## config.mk

```make
export PLATFORM = sky130hd
export DESIGN_NAME = mem_arbiter
export DESIGN_NICKNAME = d
export VERILOG_FILES = /design/src/rtl/riscv_pkg.sv /design/src/rtl/mem_arb_rr.sv /design/src/rtl/mem_arbiter.sv
export SDC_FILE = /design/constraint.sdc
export NUM_CORES = 1
export LEC_CHECK = 0
export CORE_MARGIN = 4
export CORE_UTILIZATION = 23
export DETAILED_ROUTE_END_ITERATION = 6
export GPL_TIMING_DRIVEN = 0
export PLACE_DENSITY = 0.78
export SLEW_MARGIN = 20
export SYNTH_ARGS = -nofsm -noshare
export SYNTH_HDL_FRONTEND = slang
export SYNTH_SLANG_ARGS = --single-unit
```

## constraint.sdc

```tcl
create_clock -name clock -period 1.7 [get_ports clock]
set_input_delay 0.34 -clock clock [delete_from_list [all_inputs] [get_ports clock]]
set_output_delay 0.34 -clock clock [all_outputs]
set_load 0.05 [all_outputs]
```

## src/rtl/riscv_pkg.sv

```systemverilog
// Shared encodings for the instruction/data memory arbiter: response owner,
// last-grant record and requester bit positions.
package riscv_pkg;

  typedef enum logic [1:0] {
    OWN_NONE = 2'b00,
    OWN_I    = 2'b01,
    OWN_D    = 2'b10
  } owner_e;

  typedef enum logic {
    LAST_I = 1'b0,
    LAST_D = 1'b1
  } last_e;

  localparam int unsigned REQ_I = 0;
  localparam int unsigned REQ_D = 1;

  // One-hot grant vector to the requester that owns the coming response.
  function automatic owner_e owner_of(input logic [1:0] gnt);
    case (gnt)
      2'b01:   owner_of = OWN_I;
      2'b10:   owner_of = OWN_D;
      default: owner_of = OWN_NONE;
    endcase
  endfunction

endpackage

```

## src/rtl/mem_arb_rr.sv

```systemverilog
// Two-way round-robin grant: a lone requester always wins, on contention the
// requester not recorded in last wins.
module mem_arb_rr
  import riscv_pkg::*;
(
  input  logic [1:0] req,
  input  logic       last,
  output logic [1:0] gnt
);

  // Grant selection from the request pair and the last-grant record.
  always_comb begin
    gnt = 2'b00;
    case (req)
      2'b01: gnt = 2'b01;
      2'b10: gnt = 2'b10;
      2'b11: begin
        if (last == LAST_I) begin
          gnt = 2'b10;
        end else begin
          gnt = 2'b01;
        end
      end
      default: gnt = 2'b00;
    endcase
  end

endmodule

```

## src/rtl/mem_arbiter.sv

```systemverilog
// Shares one single-port synchronous RAM between an instruction-fetch port and
// a data port; fixed one-cycle response latency, one access per cycle.
module mem_arbiter
  import riscv_pkg::*;
#(
  parameter int ADDR_W = 8,
  parameter int DATA_W = 32
) (
  input  logic              clock,
  input  logic              clear,
  input  logic              i_req,
  input  logic [ADDR_W-1:0] i_addr,
  output logic              i_gnt,
  output logic              i_valid,
  output logic [DATA_W-1:0] i_rdata,
  input  logic              d_req,
  input  logic              d_we,
  input  logic [ADDR_W-1:0] d_addr,
  input  logic [DATA_W-1:0] d_wdata,
  output logic              d_gnt,
  output logic              d_valid,
  output logic [DATA_W-1:0] d_rdata,
  output logic [ADDR_W-1:0] ram_addr,
  output logic [DATA_W-1:0] ram_din,
  output logic              ram_wren,
  input  logic [DATA_W-1:0] ram_dout
);

  logic [1:0]        req_s;
  logic [1:0]        gnt_s;
  last_e             last_q;
  last_e             last_d;
  owner_e            owner_q;
  owner_e            owner_d;
  logic [ADDR_W-1:0] addr_q;
  logic [ADDR_W-1:0] addr_d;

  // Requests are masked while clear is low so no grant can leak out of reset.
  assign req_s = {d_req & clear, i_req & clear};

  mem_arb_rr u_rr (
    .req  (req_s),
    .last (last_q),
    .gnt  (gnt_s)
  );

  // Next-state: last grant, response owner and the held RAM address.
  always_comb begin
    last_d  = last_q;
    owner_d = owner_of(gnt_s);
    addr_d  = addr_q;
    if (gnt_s[REQ_I]) begin
      last_d = LAST_I;
      addr_d = i_addr;
    end else if (gnt_s[REQ_D]) begin
      last_d = LAST_D;
      addr_d = d_addr;
    end else begin
      last_d = last_q;
      addr_d = addr_q;
    end
  end

  // State registers; reset leaves I as last grant so D wins first contention.
  always_ff @(posedge clock or negedge clear) begin
    if (!clear) begin
      last_q  <= LAST_I;
      owner_q <= OWN_NONE;
      addr_q  <= {ADDR_W{1'b0}};
    end else begin
      last_q  <= last_d;
      owner_q <= owner_d;
      addr_q  <= addr_d;
    end
  end

  assign i_gnt    = gnt_s[REQ_I];
  assign d_gnt    = gnt_s[REQ_D];
  assign ram_addr = addr_d;
  assign ram_din  = d_wdata;
  assign ram_wren = gnt_s[REQ_D] & d_we;

  assign i_valid  = (owner_q == OWN_I);
  assign d_valid  = (owner_q == OWN_D);
  assign i_rdata  = ram_dout;
  assign d_rdata  = ram_dout;

endmodule

```

==> impl_metrics.yaml <==
finish:
  area_growth_pct: 131
  multi_input_area_um2: 427
  num_antenna_cells: 0
  stdcell_area_um2: 2940
  layout_common_cells: "clkdlybuf4s50_1, buf_4, dfrtp_1"
  final_layout_size_suffix_gt1_share_pct: 47.3
  fill_cells: 465
  ff_latch_area_um2: 277
  final_nets: 384
  fin_util_pct: 56.1
  final_common_cell: "clkdlybuf4s50_1"
global_route:
  grt_pass1_wl_um: 6900
  track_usage_pct: 13.3
  grt_pass1_vias: 1519
  grt_max_degree: 12
  antenna_found_initial: 0
  overflow: 0
synthesis:
  syn_area_per_cell_um2: 7.95
  synth_nets: 245
  syn_area_um2: 1270
  ys_types: 16
  synth-seq-cells: 11
  yosys_warnings: 0
  synth-seq-area-share_pct: 21.6
  synthCells: 160
route:
  via_per_inst: 3.92
  antenna_left: 0
  wirelength_um: 4980
  drc: 0
  wl_per_cell_um: 13.5
  dr.first_iter.drc_count: 53
  drt_pass1_iterations: 4
  route.vias.total: 1444
timing:
  fin_worst_skew_ps: 4.57
  slew_headroom_pct: 64.2
  period_minus_slack_ps: 1810
  setup_viol: 8
  hold_viol_final: 0
  finalMaxSlewViolations: 0
  fin_crit_sh_pct: 107
  hold_ws_ps: 488
  fmax_ghz: 0.552
  tightest_slew_ps: 535
  final.setup.tns_ps: -790
  setup_ws_ps: -112
  rsz0062_at_grt: "true"
power:
  power_switching_uw: 981
  pwr-share-clk_pct: 12.8
  sequentialPowerShare_pct: 16.0
  power_density_nw_per_um2: 697
  power.total_mw: 2.05
  total_leakage_power_nw: 1.32
  p_int_mw: 1.07
  sw_frac_of_total_pct: 47.9
  combPwrFrac_pct: 71.1
  vdd_drop_max_v: 0.000288
clocking:
  cts_max_level: 1
  clkLatencyLatePin_ps: 240
  clk_pin_slew_ps: 50
  cts-root-buf: "clkbuf_8"
  numCtsBuffers: 3
  cts_tree: "built"
  cts_sinks: 11
  cts_buffer_depth: 2
place:
  io_buffers: 129
  post_dp_cell_area_um2: 2700
  finalWeightedCongestion: 0.756
  dp_hpwl_um: 4130
die:
  dieArea_um2: 6790
  die_h_um: 82.4
  fp-row-count: 26
  chipWidth_um: 82.4
  num_io_pins: 194
  start_util_pct: 24.3
  core-area_um2: 5240
setup_path:
  crit_start: "last_q$_DFFE_PN0P_"
  critPathKind: "flip-flop to output port"
  rr_startpoint: "last_q$_DFFE_PN0P_"
  required_ps: 1360
  ff2ff_setup_slack_ps: 450
  reg2reg_to: "addr_q[5]$_DFF_PN0_"
  crit_arrival_ps: 1470
  endpoint: "ram_addr[2]"
  cp_max_fo: 5
  cp-end-kind: "output port"
  ff2ff_path_depth: 4
  startpoint_type: "flip-flop"
status:
  violations: "negative setup slack"
  status: "finished, violations left"
flow_run:
  maxCapViolations: 0
worst_hold_path:
  hold_class: "input port to flip-flop"
-- what timing repair did --
action,in CTS,in global routing
setup endpoints to repair,23,11
resized for setup,112,17
setup buffers,5,0
cloned,1,1
endpoints found under the hold margin,11,0
hold buffers,1,0
pin swaps,3,6
-- worst min-delay path by stage --
| stage | start | end | slack (ps) | cells past startpoint |
|---|---|---|---|---|
| detailed placement | last_q$_DFFE_PN0P_ | last_q$_DFFE_PN0P_ | 530 | 1 |
| global placement | last_q$_DFFE_PN0P_ | last_q$_DFFE_PN0P_ | 520 | 1 |
| CTS | clear | last_q$_DFFE_PN0P_ | 490 | 4 |
| finish | clear | last_q$_DFFE_PN0P_ | 490 | 4 |
| floorplan | clear | addr_q[0]$_DFF_PN0_ | 40 | 0 |
| global route | clear | last_q$_DFFE_PN0P_ | 520 | 4 |
-- critical path: stages (launching register included) --
cell and delay, ps:
dfrtp_2 410, nor2b_4 60, or2_4 250, buf_8 150
a31oi_4 170, buf_6 180
-- power groups by stage --
stage,combinational [mW],clock [mW],sequential (mW)
floorplan,0.921,0,0.325
global placement,1.32,0,0.326
detailed placement,1.33,0,0.329
CTS,1.45,0.270,0.325
global route,1.52,0.279,0.334
finish,1.46,0.263,0.329
-- per-stage QoR --
step	worst slack [ps]	cells
global route	-156	368
floorplan	-120	160
CTS	-234	368
detailed placement	-1850	359
finish	-112	368
global placement	-1840	359
-- routing by layer --
layer	vias up	global-route usage (%)	wire length, um
met1	639	12.6	1460
met5	-	0	0
met4	0	2.99	17
met2	105	27.5	2880
met3	2	3.80	629
li1	698	-	-
-- synthesized netlist by cell type --
master	instances	area share, %
a31oi_1	8	3.9
and2_1	2	0.98
and3_1	1	0.49
buf_2	1	0.39
buf_4	96	57
buf_6	1	0.88
clkbuf_1	3	0.88
dfrtp_1	11	22
inv_1	2	0.59
nand2_1	4	1.2
nand3_1	8	3.1
nor2_1	2	0.59
nor2b_1	3	1.5
nor3_1	8	3.1
o21ai_0	9	3.5
or2_0	1	0.49
-- area by class of cell --
type                    instances  share of cell area, %
repair buffers                136                   46.0
inverters                       2                  0.340
multi-input cells              47                   14.5
well taps                      70                   2.98
plain buffers                  98                   25.3
clock buffers                   4                   1.53
flip-flops and latches         11                   9.40
-- cell families after synthesis --
logic type      synth area share (%)
buf+inv                         59.4
simple gates                    11.5
compound gates                  7.47
flops                           21.6
-- registers in the layout (all words and copies together) (netlist names) --
name and count:
owner_q 2, last_q 1, addr_q 8
Power figures use the tool's default switching activity.
